File: src/rtl/mxu_arbiter_pkg.sv
// Shared types and defaults for the matrix-unit job arbiter.
// Element (r,c) of a flat matrix sits at bit offset (r*DIM+c)*element_width.
package mxu_arbiter_pkg;

   localparam int MXU_DIM       = 4;
   localparam int MXU_WIDTH     = 8;
   localparam int MXU_OUT_WIDTH = 2 * MXU_WIDTH + $clog2(MXU_DIM);

   typedef logic [MXU_DIM*MXU_DIM*MXU_WIDTH-1:0]     matrix_in_t;
   typedef logic [MXU_DIM*MXU_DIM*MXU_OUT_WIDTH-1:0] matrix_out_t;

   typedef enum logic [1:0] {
      ST_IDLE  = 2'd0,
      ST_ISSUE = 2'd1,
      ST_WAIT  = 2'd2,
      ST_RESP  = 2'd3
   } state_t;

   function automatic int rr_next(input int idx, input int n);
      return (idx + 1 >= n) ? 0 : idx + 1;
   endfunction

endpackage

File: src/rtl/mxu_rr_arbiter.sv
// Combinational round-robin pick: lowest requester at or above the pointer,
// otherwise the lowest requester overall (the wrap-around case).
module mxu_rr_arbiter
   import mxu_arbiter_pkg::*;
#(
   parameter int NUM_REQ = 4,
   parameter int IDX_W   = $clog2(NUM_REQ)
)(
   input  logic [NUM_REQ-1:0] i_req,
   input  logic [IDX_W-1:0]   i_ptr,
   output logic [NUM_REQ-1:0] o_grant,
   output logic [IDX_W-1:0]   o_idx,
   output logic               o_any
);

   logic [NUM_REQ-1:0] w_mask;
   logic [NUM_REQ-1:0] w_hi;
   logic [NUM_REQ-1:0] w_pick;

   // Requests at or above the pointer take priority; isolate the lowest set bit.
   always_comb begin
      w_mask = '0;
      for (int i = 0; i < NUM_REQ; i++) begin
         w_mask[i] = (IDX_W'(i) >= i_ptr);
      end
      w_hi    = i_req & w_mask;
      w_pick  = (w_hi != '0) ? w_hi : i_req;
      o_grant = w_pick & (~w_pick + NUM_REQ'(1));
      o_any   = (i_req != '0);
   end

   // Encode the one-hot grant into an index.
   always_comb begin
      o_idx = '0;
      for (int i = 0; i < NUM_REQ; i++) begin
         o_idx = o_idx | (o_grant[i] ? IDX_W'(i) : IDX_W'(0));
      end
   end

endmodule

File: src/rtl/mxu_arbiter.sv
// Shares one matrix multiplier among NUM_REQ requesters, one job in flight,
// with a watchdog that returns a zeroed, flagged result if the unit never finishes.
module mxu_arbiter
   import mxu_arbiter_pkg::*;
#(
   parameter int DIM       = MXU_DIM,
   parameter int WIDTH     = MXU_WIDTH,
   parameter int OUT_WIDTH = 2 * WIDTH + $clog2(DIM),
   parameter int NUM_REQ   = 4,
   parameter int TIME_MAX  = 1024
)(
   input  logic                                 clk,
   input  logic                                 reset_n,
   input  logic [NUM_REQ-1:0]                   req_valid,
   output logic [NUM_REQ-1:0]                   req_ready,
   input  logic [NUM_REQ*DIM*DIM*WIDTH-1:0]     req_a,
   input  logic [NUM_REQ*DIM*DIM*WIDTH-1:0]     req_b,
   output logic [DIM*DIM*WIDTH-1:0]             mxu_in0,
   output logic [DIM*DIM*WIDTH-1:0]             mxu_in1,
   output logic                                 mxu_in_valid,
   input  logic [DIM*DIM*OUT_WIDTH-1:0]         mxu_out,
   input  logic                                 mxu_finished,
   output logic                                 rsp_valid,
   input  logic                                 rsp_ready,
   output logic [$clog2(NUM_REQ)-1:0]           rsp_id,
   output logic [DIM*DIM*OUT_WIDTH-1:0]         rsp_y,
   output logic                                 rsp_timeout,
   output logic                                 busy
);

   localparam int MI_W  = DIM * DIM * WIDTH;
   localparam int IDX_W = $clog2(NUM_REQ);
   localparam int CNT_W = $clog2(TIME_MAX + 1);

   state_t             r_state;
   logic [IDX_W-1:0]   r_rr_ptr;
   logic [IDX_W-1:0]   r_id;
   logic [CNT_W-1:0]   r_cnt;

   logic [NUM_REQ-1:0] w_grant;
   logic [IDX_W-1:0]   w_idx;
   logic               w_any;
   logic [MI_W-1:0]    w_sel_a;
   logic [MI_W-1:0]    w_sel_b;

   mxu_rr_arbiter #(
      .NUM_REQ (NUM_REQ),
      .IDX_W   (IDX_W)
   ) u_rr (
      .i_req   (req_valid),
      .i_ptr   (r_rr_ptr),
      .o_grant (w_grant),
      .o_idx   (w_idx),
      .o_any   (w_any)
   );

   // The accept strobe is the only combinational output; it must never leak during reset.
   assign req_ready = (r_state == ST_IDLE && reset_n) ? w_grant : '0;

   // One-hot AND-OR mux of the winner's operands.
   always_comb begin
      w_sel_a = '0;
      w_sel_b = '0;
      for (int i = 0; i < NUM_REQ; i++) begin
         w_sel_a = w_sel_a | (req_a[i*MI_W +: MI_W] & {MI_W{w_grant[i]}});
         w_sel_b = w_sel_b | (req_b[i*MI_W +: MI_W] & {MI_W{w_grant[i]}});
      end
   end

   // Job FSM: grant, single-cycle issue, bounded wait, held response.
   always_ff @(posedge clk or negedge reset_n) begin
      if (!reset_n) begin
         r_state      <= ST_IDLE;
         r_rr_ptr     <= '0;
         r_id         <= '0;
         r_cnt        <= '0;
         mxu_in0      <= '0;
         mxu_in1      <= '0;
         mxu_in_valid <= 1'b0;
         rsp_valid    <= 1'b0;
         rsp_id       <= '0;
         rsp_y        <= '0;
         rsp_timeout  <= 1'b0;
         busy         <= 1'b0;
      end else begin
         case (r_state)
            ST_IDLE: begin
               if (w_any) begin
                  mxu_in0      <= w_sel_a;
                  mxu_in1      <= w_sel_b;
                  mxu_in_valid <= 1'b1;
                  r_id         <= w_idx;
                  r_rr_ptr     <= IDX_W'(rr_next(int'(w_idx), NUM_REQ));
                  busy         <= 1'b1;
                  r_state      <= ST_ISSUE;
               end
            end
            ST_ISSUE: begin
               mxu_in_valid <= 1'b0;
               r_cnt        <= '0;
               r_state      <= ST_WAIT;
            end
            ST_WAIT: begin
               // A finish landing on the expiry cycle still counts as a real result.
               if (mxu_finished) begin
                  rsp_y       <= mxu_out;
                  rsp_timeout <= 1'b0;
                  rsp_id      <= r_id;
                  rsp_valid   <= 1'b1;
                  r_state     <= ST_RESP;
               end else if (r_cnt == CNT_W'(TIME_MAX - 1)) begin
                  rsp_y       <= '0;
                  rsp_timeout <= 1'b1;
                  rsp_id      <= r_id;
                  rsp_valid   <= 1'b1;
                  r_state     <= ST_RESP;
               end else begin
                  r_cnt <= r_cnt + CNT_W'(1);
               end
            end
            ST_RESP: begin
               if (rsp_ready) begin
                  rsp_valid <= 1'b0;
                  busy      <= 1'b0;
                  r_state   <= ST_IDLE;
               end
            end
            default: begin
               mxu_in_valid <= 1'b0;
               rsp_valid    <= 1'b0;
               busy         <= 1'b0;
               r_state      <= ST_IDLE;
            end
         endcase
      end
   end

endmodule

File: config.mk
export PLATFORM = sky130hd
export DESIGN_NAME = mxu_arbiter
export DESIGN_NICKNAME = d
export VERILOG_FILES = /design/src/rtl/mxu_arbiter_pkg.sv /design/src/rtl/mxu_rr_arbiter.sv /design/src/rtl/mxu_arbiter.sv
export SDC_FILE = /design/constraint.sdc
export NUM_CORES = 1
export LEC_CHECK = 0
export ABC_AREA = 0
export ABC_CLOCK_PERIOD_IN_PS = 3900
export BUFFER_PORTS_ARGS = -buffer_cell sky130_fd_sc_hd__buf_2
export CORE_AREA = 2 2 725 727
export CTS_CLUSTER_DIAMETER = 60
export DETAILED_ROUTE_END_ITERATION = 8
export DIE_AREA = 0 0 727 729
export PLACE_DENSITY = 0.3
export SLEW_MARGIN = 20
export SYNTH_ARGS = -nofsm -noshare
export SYNTH_HDL_FRONTEND = slang
export SYNTH_SLANG_ARGS = --single-unit
File: constraint.sdc
create_clock -name clk -period 3.9 [get_ports clk]
set_input_delay 0.78 -clock clk [delete_from_list [all_inputs] [get_ports clk]]
set_output_delay 0.78 -clock clk [all_outputs]
set_load 0.02 [all_outputs]
# Word level (Yosys, flattened, before mapping)
# Index checks and enable logic that the tools add are counted.
[word_totals]
romBits = 0
latch_bits = 0
register_bits = 567
memories = 0
ram_bits = 0
in_bits = 1320
[op_classes]
shift = 0
add_sub_neg = 3
muxes = 26
multipliers = 0
n_eq_ne = 9
n_div = 0
order_cmp = 5
reduce_logical = 16
bitwise_logic = 19
[op_table]
columns = ["op", "n"]
rows = [
  ["128-bit AND", 8],
  ["128-bit OR", 6],
  ["288-bit 2-to-1 mux", 2],
  ["11-bit 2-to-1 mux", 2],
  ["11-bit one-hot mux with 2 select lines", 1],
  ["2-bit 2-to-1 mux", 9],
  ["3-bit AND reduction", 4],
  ["11-bit by 1-bit adder with 11-bit output (second input constant)", 1],
  ["11-bit by 10-bit equality test with 1-bit output (second input constant)", 1],
  ["2-bit nonzero test", 5],
  ["4-bit AND", 2],
  ["4-bit 2-to-1 mux", 2],
  ["2-bit one-hot mux with 4 select lines", 1],
  ["4-bit nonzero test", 2],
  ["1-bit 2-to-1 mux", 6],
  ["2-bit inequality test (second input constant)", 3],
  ["1-bit one-hot mux with 2 select lines", 3],
  ["2-bit AND reduction", 3],
  ["4-bit by 1-bit adder with 4-bit output (second input constant)", 1],
  ["2-bit equality test (second input constant)", 2],
  ["1-bit by 2-bit greater-or-equal comparator with 1-bit output (first input constant)", 2],
  ["2-bit greater-or-equal comparator (first input constant)", 2],
  ["4-bit inverter", 1],
  ["2-bit OR", 2],
  ["other kinds (7)", 7],
]

# Longest topological paths before layout
# Gate-level depths: netlist of the first run.
[logic_depth]
ltp_word = 13
mapped_depth = 8

# By module
# A second synthesis of the first run with hierarchy kept.
[hier_totals]
cells_unflattened = 2245
area_unflattened_um2 = 24913.9
[modules_own_cells]
columns = ["module", "area_per_inst_um2", "cells_each", "n_inst"]
rows = [
  ["mxu_arbiter", 24713.7, 2213, 1],
  ["mxu_rr_arbiter", 200.2, 32, 1],
]

# Worst setup path before layout of the first run
# OpenSTA, ideal clock, no wires.
[synth_timing]
path_kind = "input-to-output"
start = "input port req_valid[2]"
end = "output port req_ready[0]"
cell_stages = 7
setup_slack_ns = 1.031
n_path_buf = 4
arrival_time_ns = 2.089
cell_sequence = "buf_2 -> o21ai_0 -> a32o_1 -> clkbuf_2 -> buf_2 -> buf_2 -> nor2b_1"
[synth_between]
elab_chain_len = 7
[synth_rtl]
columns = ["item", "line", "rtl"]
rows = [
  ["start: declaration", "mxu_arbiter.sv:14", "input logic [NUM_REQ-1:0] req_valid,"],
  ["4-bit AND *", "mxu_rr_arbiter.sv:26", "w_hi = i_req & w_mask;"],
  ["4-bit nonzero test *", "mxu_rr_arbiter.sv:27", "w_pick = (w_hi != '0) ? w_hi : i_req;"],
  ["4-bit 2-to-1 mux *", "mxu_rr_arbiter.sv:27", ""],
  ["4-bit inverter", "mxu_rr_arbiter.sv:28", "o_grant = w_pick & (~w_pick + NUM_REQ'(1));"],
  ["4-bit by 1-bit adder with 4-bit output", "mxu_rr_arbiter.sv:28", ""],
  ["4-bit AND *", "mxu_rr_arbiter.sv:28", ""],
  ["4-bit 2-to-1 mux *", "mxu_arbiter.sv:58", "assign req_ready = (r_state == ST_IDLE && reset_n) ? w_grant : '0;"],
  ["end: declaration", "mxu_arbiter.sv:15", "output logic [NUM_REQ-1:0] req_ready,"],
]
# Every way passes the cells marked *; elsewhere a longest branch is shown, timed or not.

# Worst setup path after layout of the first run
[layout_timing]
start = "register r_rr_ptr[0]"
end = "output port req_ready[0]"
[layout_between]
elab_chain_len = 8
[layout_rtl]
columns = ["item", "line", "rtl"]
rows = [
  ["start: declaration", "mxu_arbiter.sv:36", "logic [IDX_W-1:0] r_rr_ptr;"],
  ["start signal: assignment", "mxu_arbiter.sv:93", "r_rr_ptr <= IDX_W'(rr_next(int'(w_idx), NUM_REQ));"],
  ["1-bit by 2-bit greater-or-equal comparator with 1-bit output / 2-bit greater-or-equal comparator (equally long branches)", "mxu_rr_arbiter.sv:24", "w_mask[i] = (IDX_W'(i) >= i_ptr);"],
  ["4-bit AND *", "mxu_rr_arbiter.sv:26", ""],
  ["4-bit nonzero test", "mxu_rr_arbiter.sv:27", ""],
  ["4-bit 2-to-1 mux *", "mxu_rr_arbiter.sv:27", ""],
  ["4-bit inverter", "mxu_rr_arbiter.sv:28", ""],
  ["4-bit by 1-bit adder with 4-bit output", "mxu_rr_arbiter.sv:28", ""],
  ["4-bit AND *", "mxu_rr_arbiter.sv:28", ""],
  ["4-bit 2-to-1 mux *", "mxu_arbiter.sv:58", ""],
]
# Marks and branches as above.

==> results of run 1 <==
## metrics by stage
stage               setup WS, ns  utilization, %  power, mW  instance area, um2
finish                    0.2756           10.08      46.39               52710
CTS                      0.06506           9.960      47.41               52070
global placement          0.5847           8.887      35.64               46470
global route            0.005133           10.04      48.71               52500
floorplan                  1.031               -      21.62               28480
detailed placement        0.6239           8.887      35.48               46470
## logic make-up (layout without fill, tap and decap cells)
logic type | after synthesis | after routing | share of synthesized area (%)
AOI/OAI and AO/OA | 1352 | 1352 | 33.54
xor gates and xnor gates | 2 | 2 | 0.06152
adders and majority gates | 6 | 6 | 0.2636
buffers and inverters | 361 | 2358 | 6.046
DFF | 567 | 567 | 49.82
muxes | 5 | 5 | 0.2021
other | 0 | 255 | 0
and+or+nand+nor | 572 | 572 | 10.06
## metal layers
| layer | routed length (um) | vias to the layer above |
|---|---|---|
| met5 | 726 | - |
| met4 | 20130 | 112 |
| met3 | 36040 | 955 |
| met2 | 218200 | 2418 |
| met1 | 151600 | 18610 |
| li1 | - | 15320 |
## cells in the mapped netlist, types with 5 or more instances
master	number
dfrtp_1	567
a22o_1	288
nor2_1	274
a21oi_1	265
a31oi_1	260
o211ai_1	257
a22oi_1	256
and3_1	256
clkbuf_1	196
buf_2	111
buf_6	28
nand2_1	15
buf_1	11
inv_1	9
ha_1	6
o21ai_0	5
## cell type report
cell class / count / area, um2 / area share (%)
sequential: 567 / 14190 / 26.92
tap: 6968 / 8718 / 16.54
antenna: 255 / 638.1 / 1.211
clock buffer: 148 / 3311 / 6.281
inverter: 9 / 33.78 / 0.06409
timing repair buffer: 2127 / 12200 / 23.15
multi-input combinational: 1937 / 12640 / 23.97
clock inverter: 74 / 984.7 / 1.868
## report_power, final
| part | switching, mW | internal (mW) |
|---|---|---|
| sequential | 1.91 | 8.78 |
| combinational | 17.5 | 6.83 |
| clock | 4.27 | 7.11 |
| total | 23.7 | 22.7 |
## sequential cells by signal, indices dropped and copies added, names as in the netlist
name and count:
rsp_y 288, mxu_in0 128, mxu_in1 128, r_cnt 11, r_id 2, r_rr_ptr 2, r_state 2, rsp_id 2
busy 1, mxu_in_valid 1, rsp_timeout 1, rsp_valid 1
## worst paths after layout
check	from	to	slack, ns
worst max-delay path	r_rr_ptr[0]	req_ready[0]	0.28
worst min-delay path	mxu_out[194]	rsp_y[194]	0.12
worst max register to register	r_state[0]	rsp_y[155]	1.30
worst min register to register	r_cnt[9]	r_cnt[10]	0.49
max in group asynchronous	reset_n	mxu_in1[70]	1.90
min in group asynchronous	reset_n	rsp_y[55]	0.39
==> flow_summary.toml, run 1 <==
[critical_path]
worstSetupEndpointType = "output pin"
path_buf_inv = 2
worst_path_max_delay_cell = "a32o_4"
slowest_delay_ns = 0.59
crit_chain = "inv_1, a32o_4, nor2b_1, buf_2"
cp_num_cells = 4
crit_arrival_ns = 2.84
cp_max_fo = 23
critPathRequiredTime_ns = 3.12
worst_setup_path_start_kind = "register"
rr_worst_depth = 5
path_class = "register to output pin"
crit_family = "compound AO/OA/AOI/OAI gates"

[routing]
drtIter0Drc = 2832
via_per_inst = 3.096
dr.pass1.iters = 6
wirelength_um = 426700
wl_per_cell_um = 35.31
vias = 37420
drcViolationCount = 0
detail-route-antenna-nets = 0

[sta]
setup_tns_ns = 0
slew_violations = 0
period_share_pct = 92.93
tightest_slew_ns = 1.001
timing.hold.ws_ns = 0.1193
setup_viol = 0
finClkSkew_ns = 0.1084
period_minus_slack_ns = 3.624
rsz0062_at_grt = "no"
finalHoldViolations = 0
max-slew-margin-rel_pct = 33.28
fmaxAchievable_ghz = 0.2759

[grt]
grt_pass1_vias = 35950
met3_usage_pct = 5.047
gr-usage-met2_pct = 27.97
grt_antenna_before_repair = 448
grt_pass1_wl_um = 511100
grt_usage_pct = 15.40
grt-ovfl-total = 0
top_usage_layer = "met2"
gr-usage-met1_pct = 16.46
grt_max_degree = 127

[logic_synthesis]
synth_area_um2 = 28480
yosysWarnings = 0
syn-mean-instance-area_um2 = 9.940
synth_edf_count = 0
async_reset_ff_share_pct = 100.0
synth_cell_type_count = 54
yosys-top-cells-area = "dfrtp_1, a22o_1, o211ai_1"
synth.largest_area_cell = "dfrtp_1"
synth_flop_cell = "dfrtp_1"
synthCells = 2865
synth_seq_cells = 567
yosysSeqAreaShare_pct = 49.82
synth_nets = 4191
synth_top_area_share_pct = 49.82

[run]
cap_violations = 0

[clock_network]
postCtsSetupBuffers = 0
cts.repair.resized = 0
tritoncts = "yes"
path_clk_slew_ns = 0.06
cts.root.buffer_cell = "clkbuf_16"
cts_hold_buf = 131
clockBufferDepth = 4
clock_sinks = 567
clock_latency_ns = 0.91
h-tree-depth = 3
cts_buffers = 122

[floorplanning]
io-pin-count = 1874
core_region_area_um2 = 522900
die_area_um2 = 530000
start_util_pct = 5.446
die_h_um = 729
die-width_um = 727
rows = 266

[placement]
dp.cells = 11480
port_buffers = 1873
place.gp.congestion = 0.9122
hpwl_um = 371300

[final_layout]
final_cells = 12090
nets = 6090
layout_common_cells = "buf_2, dfrtp_1, a22o_1"
drive_gt1_share_pct = 45.78
area_growth_pct = 85.11
layout_commonest_cell = "buf_2"
nFillCells = 60910

[pwr]
irDropWorstVdd_v = 0.0003733
p_per_area_nw_per_um2 = 880.0
p_leak_nw = 22.22

[hold_path]
min_path_cells = 2
min-delay-path-class = "primary input to register"

[run_status]
status = "completed"
Note: power is estimated with default switching activity, not from simulation.
==> run 2, diff against run 1 <==
--- a/config.mk
+++ b/config.mk
@@ -5,13 +5,13 @@
 export SDC_FILE = /design/constraint.sdc
 export NUM_CORES = 1
 export LEC_CHECK = 0
-export ABC_AREA = 0
+export ABC_AREA = 1
 export ABC_CLOCK_PERIOD_IN_PS = 3900
 export BUFFER_PORTS_ARGS = -buffer_cell sky130_fd_sc_hd__buf_2
-export CORE_AREA = 2 2 725 727
+export CORE_AREA = 2 2 734 736
 export CTS_CLUSTER_DIAMETER = 60
 export DETAILED_ROUTE_END_ITERATION = 8
-export DIE_AREA = 0 0 727 729
+export DIE_AREA = 0 0 736 738
 export PLACE_DENSITY = 0.3
 export SLEW_MARGIN = 20
 export SYNTH_ARGS = -nofsm -noshare
==> flow_summary.toml, run 2 <==
[run_status]
status = "completed"

[pwr]
p_leak_nw = 27.83
irDropWorstVdd_v = 0.0003837
p_per_area_nw_per_um2 = 869.5

[routing]
dr.pass1.iters = 5
via_per_inst = 3.101
drtIter0Drc = 3342
drcViolationCount = 0
vias = 43100
wirelength_um = 411300
wl_per_cell_um = 29.60
detail-route-antenna-nets = 0

[final_layout]
area_growth_pct = 72.28
drive_gt1_share_pct = 38.61
largest_reg_flops = 288
finish.utilization_pct = 10.64
regMostFlops = "rsp_y"
final_cells = 13900
nets = 7949
top_regs = "rsp_y (288), mxu_in0 (128), mxu_in1 (128)"
layout_commonest_cell = "buf_2"
final_cell_area_um2 = 56940
layout_common_cells = "buf_2, nand2_1, dfrtp_1"

[clock_network]
cts.root.buffer_cell = "clkbuf_16"
cts_buffers = 134
clock_latency_ns = 0.86
path_clk_slew_ns = 0.05
h-tree-depth = 4
clock_sinks = 567
clockBufferDepth = 4
tritoncts = "yes"

[logic_synthesis]
synthCells = 4775
synth_nets = 6101
yosys-top-cells-area = "dfrtp_1, nand2_1, nand4_1"
synth_seq_cells = 567
yosysSeqAreaShare_pct = 42.93
synth_edf_count = 0
synth_top_area_share_pct = 42.93
synth_common_cells = "nand2_1, dfrtp_1, nor2_1"
yosysWarnings = 0
synth.largest_area_cell = "dfrtp_1"
synth_area_um2 = 33050
syn-mean-instance-area_um2 = 6.922
synth_cell_type_count = 32
yosysMostFrequentCell = "nand2_1"
async_reset_ff_share_pct = 100.0
synth_flop_cell = "dfrtp_1"

[critical_path]
crit_path_frequent_cell = "buf_12"
slowest_delay_ns = 0.38
path_class = "register to output pin"
worst_path_max_delay_cell = "dfrtp_1"
worst_setup_path_start_kind = "register"
cp_max_fo = 4
worstSetupEndpointType = "output pin"
critPathRequiredTime_ns = 3.12
crit_arrival_ns = 2.90
crit_chain = "buf_6, nand2_1, nand2_2, nand4_1, nand2_1, buf_12, nand2_8, buf_12, nor2_4, buf_6, buf_12"

[sta]
tightest_slew_ns = 0.9726
fmaxAchievable_ghz = 0.2714
period_share_pct = 94.46
setup_ws_ns = 0.2160
rsz0062_at_grt = "no"
slew_violations = 0
max-slew-margin-rel_pct = 35.16
finClkSkew_ns = 0.07562
finalHoldViolations = 0
period_minus_slack_ns = 3.684
setup_viol = 0
timing.hold.ws_ns = 0.1235

[placement]
dp.cells = 13530
place_ws_ns = 0.2044
port_buffers = 1873
placed_cell_area_um2 = 51850
hpwl_um = 354900
place.gp.congestion = 0.9846

[run]
cap_violations = 0

[grt]
grt_usage_pct = 14.49
grt-ovfl-total = 0
grt_pass1_wl_um = 506700
grt_antenna_before_repair = 395
grt_max_degree = 110
grt_pass1_vias = 43430

[floorplanning]
start_util_pct = 6.176
core_region_area_um2 = 535200
die_area_um2 = 543200
die-width_um = 736
die_h_um = 738
rows = 269
io-pin-count = 1874

[hold_path]
min-delay-path-class = "primary input to register"
-- run 2: area by class of cell --
cell class / instances / area, um2
fill: 63140 / 478200
multi-input combinational: 3294 / 15230
sequential: 567 / 14190
timing repair buffer: 2087 / 11640
tap: 7046 / 8816
clock buffer: 164 / 3677
inverter: 539 / 2043
clock inverter: 72 / 1033
antenna: 126 / 315.3
-- run 2: final timing paths --
check	startpoint	endpoint	slack (ns)	depth (start not counted)
max in group asynchronous	reset_n	mxu_in0[58]	1.96	4
worst max register to register	r_rr_ptr[0]	mxu_in1[115]	0.76	13
worst max-delay path	r_rr_ptr[1]	req_ready[1]	0.22	11
worst min-delay path	mxu_out[161]	rsp_y[161]	0.12	3
min in group asynchronous	reset_n	rsp_y[160]	0.32	2
worst min register to register	rsp_y[180]	rsp_y[180]	0.46	2
-- run 2: logic make-up (layout without fill, tap and decap cells) --
| logic type | Yosys count | after routing | synth area share (%) |
|---|---|---|---|
| AOI/OAI and AO/OA | 28 | 28 | 0.5035 |
| xor gates and xnor gates | 5 | 5 | 0.1325 |
| adders and majority gates | 6 | 6 | 0.2271 |
| buffers and inverters | 914 | 2862 | 11.32 |
| DFF | 567 | 567 | 42.93 |
| other | 0 | 126 | 0 |
| and+or+nand+nor | 3255 | 3255 | 44.89 |
-- run 2: critical path, delay by kind of cell (launching register included) --
family,cells,cell delay [ns]
DFF,1,0.38
buffers and inverters,5,0.81
and+or+nand+nor,6,0.86
-- run 2: where the power goes --
part,switching (mW),leakage [nW],total [mW],internal [mW]
combinational,18.9,18.7,26.5,7.59
clock,4.54,2.28,12.5,7.94
sequential,1.76,6.80,10.6,8.79
-- run 2: routing by layer --
metal  wire [um]  global-route usage [%]
met3       45080                   6.560
met2      198500                   25.20
met5        1284                  0.3932
met4       21310                   6.007
met1      145100                   15.07
-- run 2: metrics by stage --
stage	power [mW]	TNS [ns]
global placement	37.91	0
CTS	50.85	-0.01446
finish	49.51	0
global route	53.07	0
detailed placement	37.74	0
floorplan	23.50	0
-- run 2: what timing repair did --
action,4_1_cts,5_1_grt
buffers inserted,0,0
gates resized for setup,8,4
hold buffers,2,0
endpoints found under the setup margin,3,2
hold endpoints to repair,12,0
pin swaps,0,1
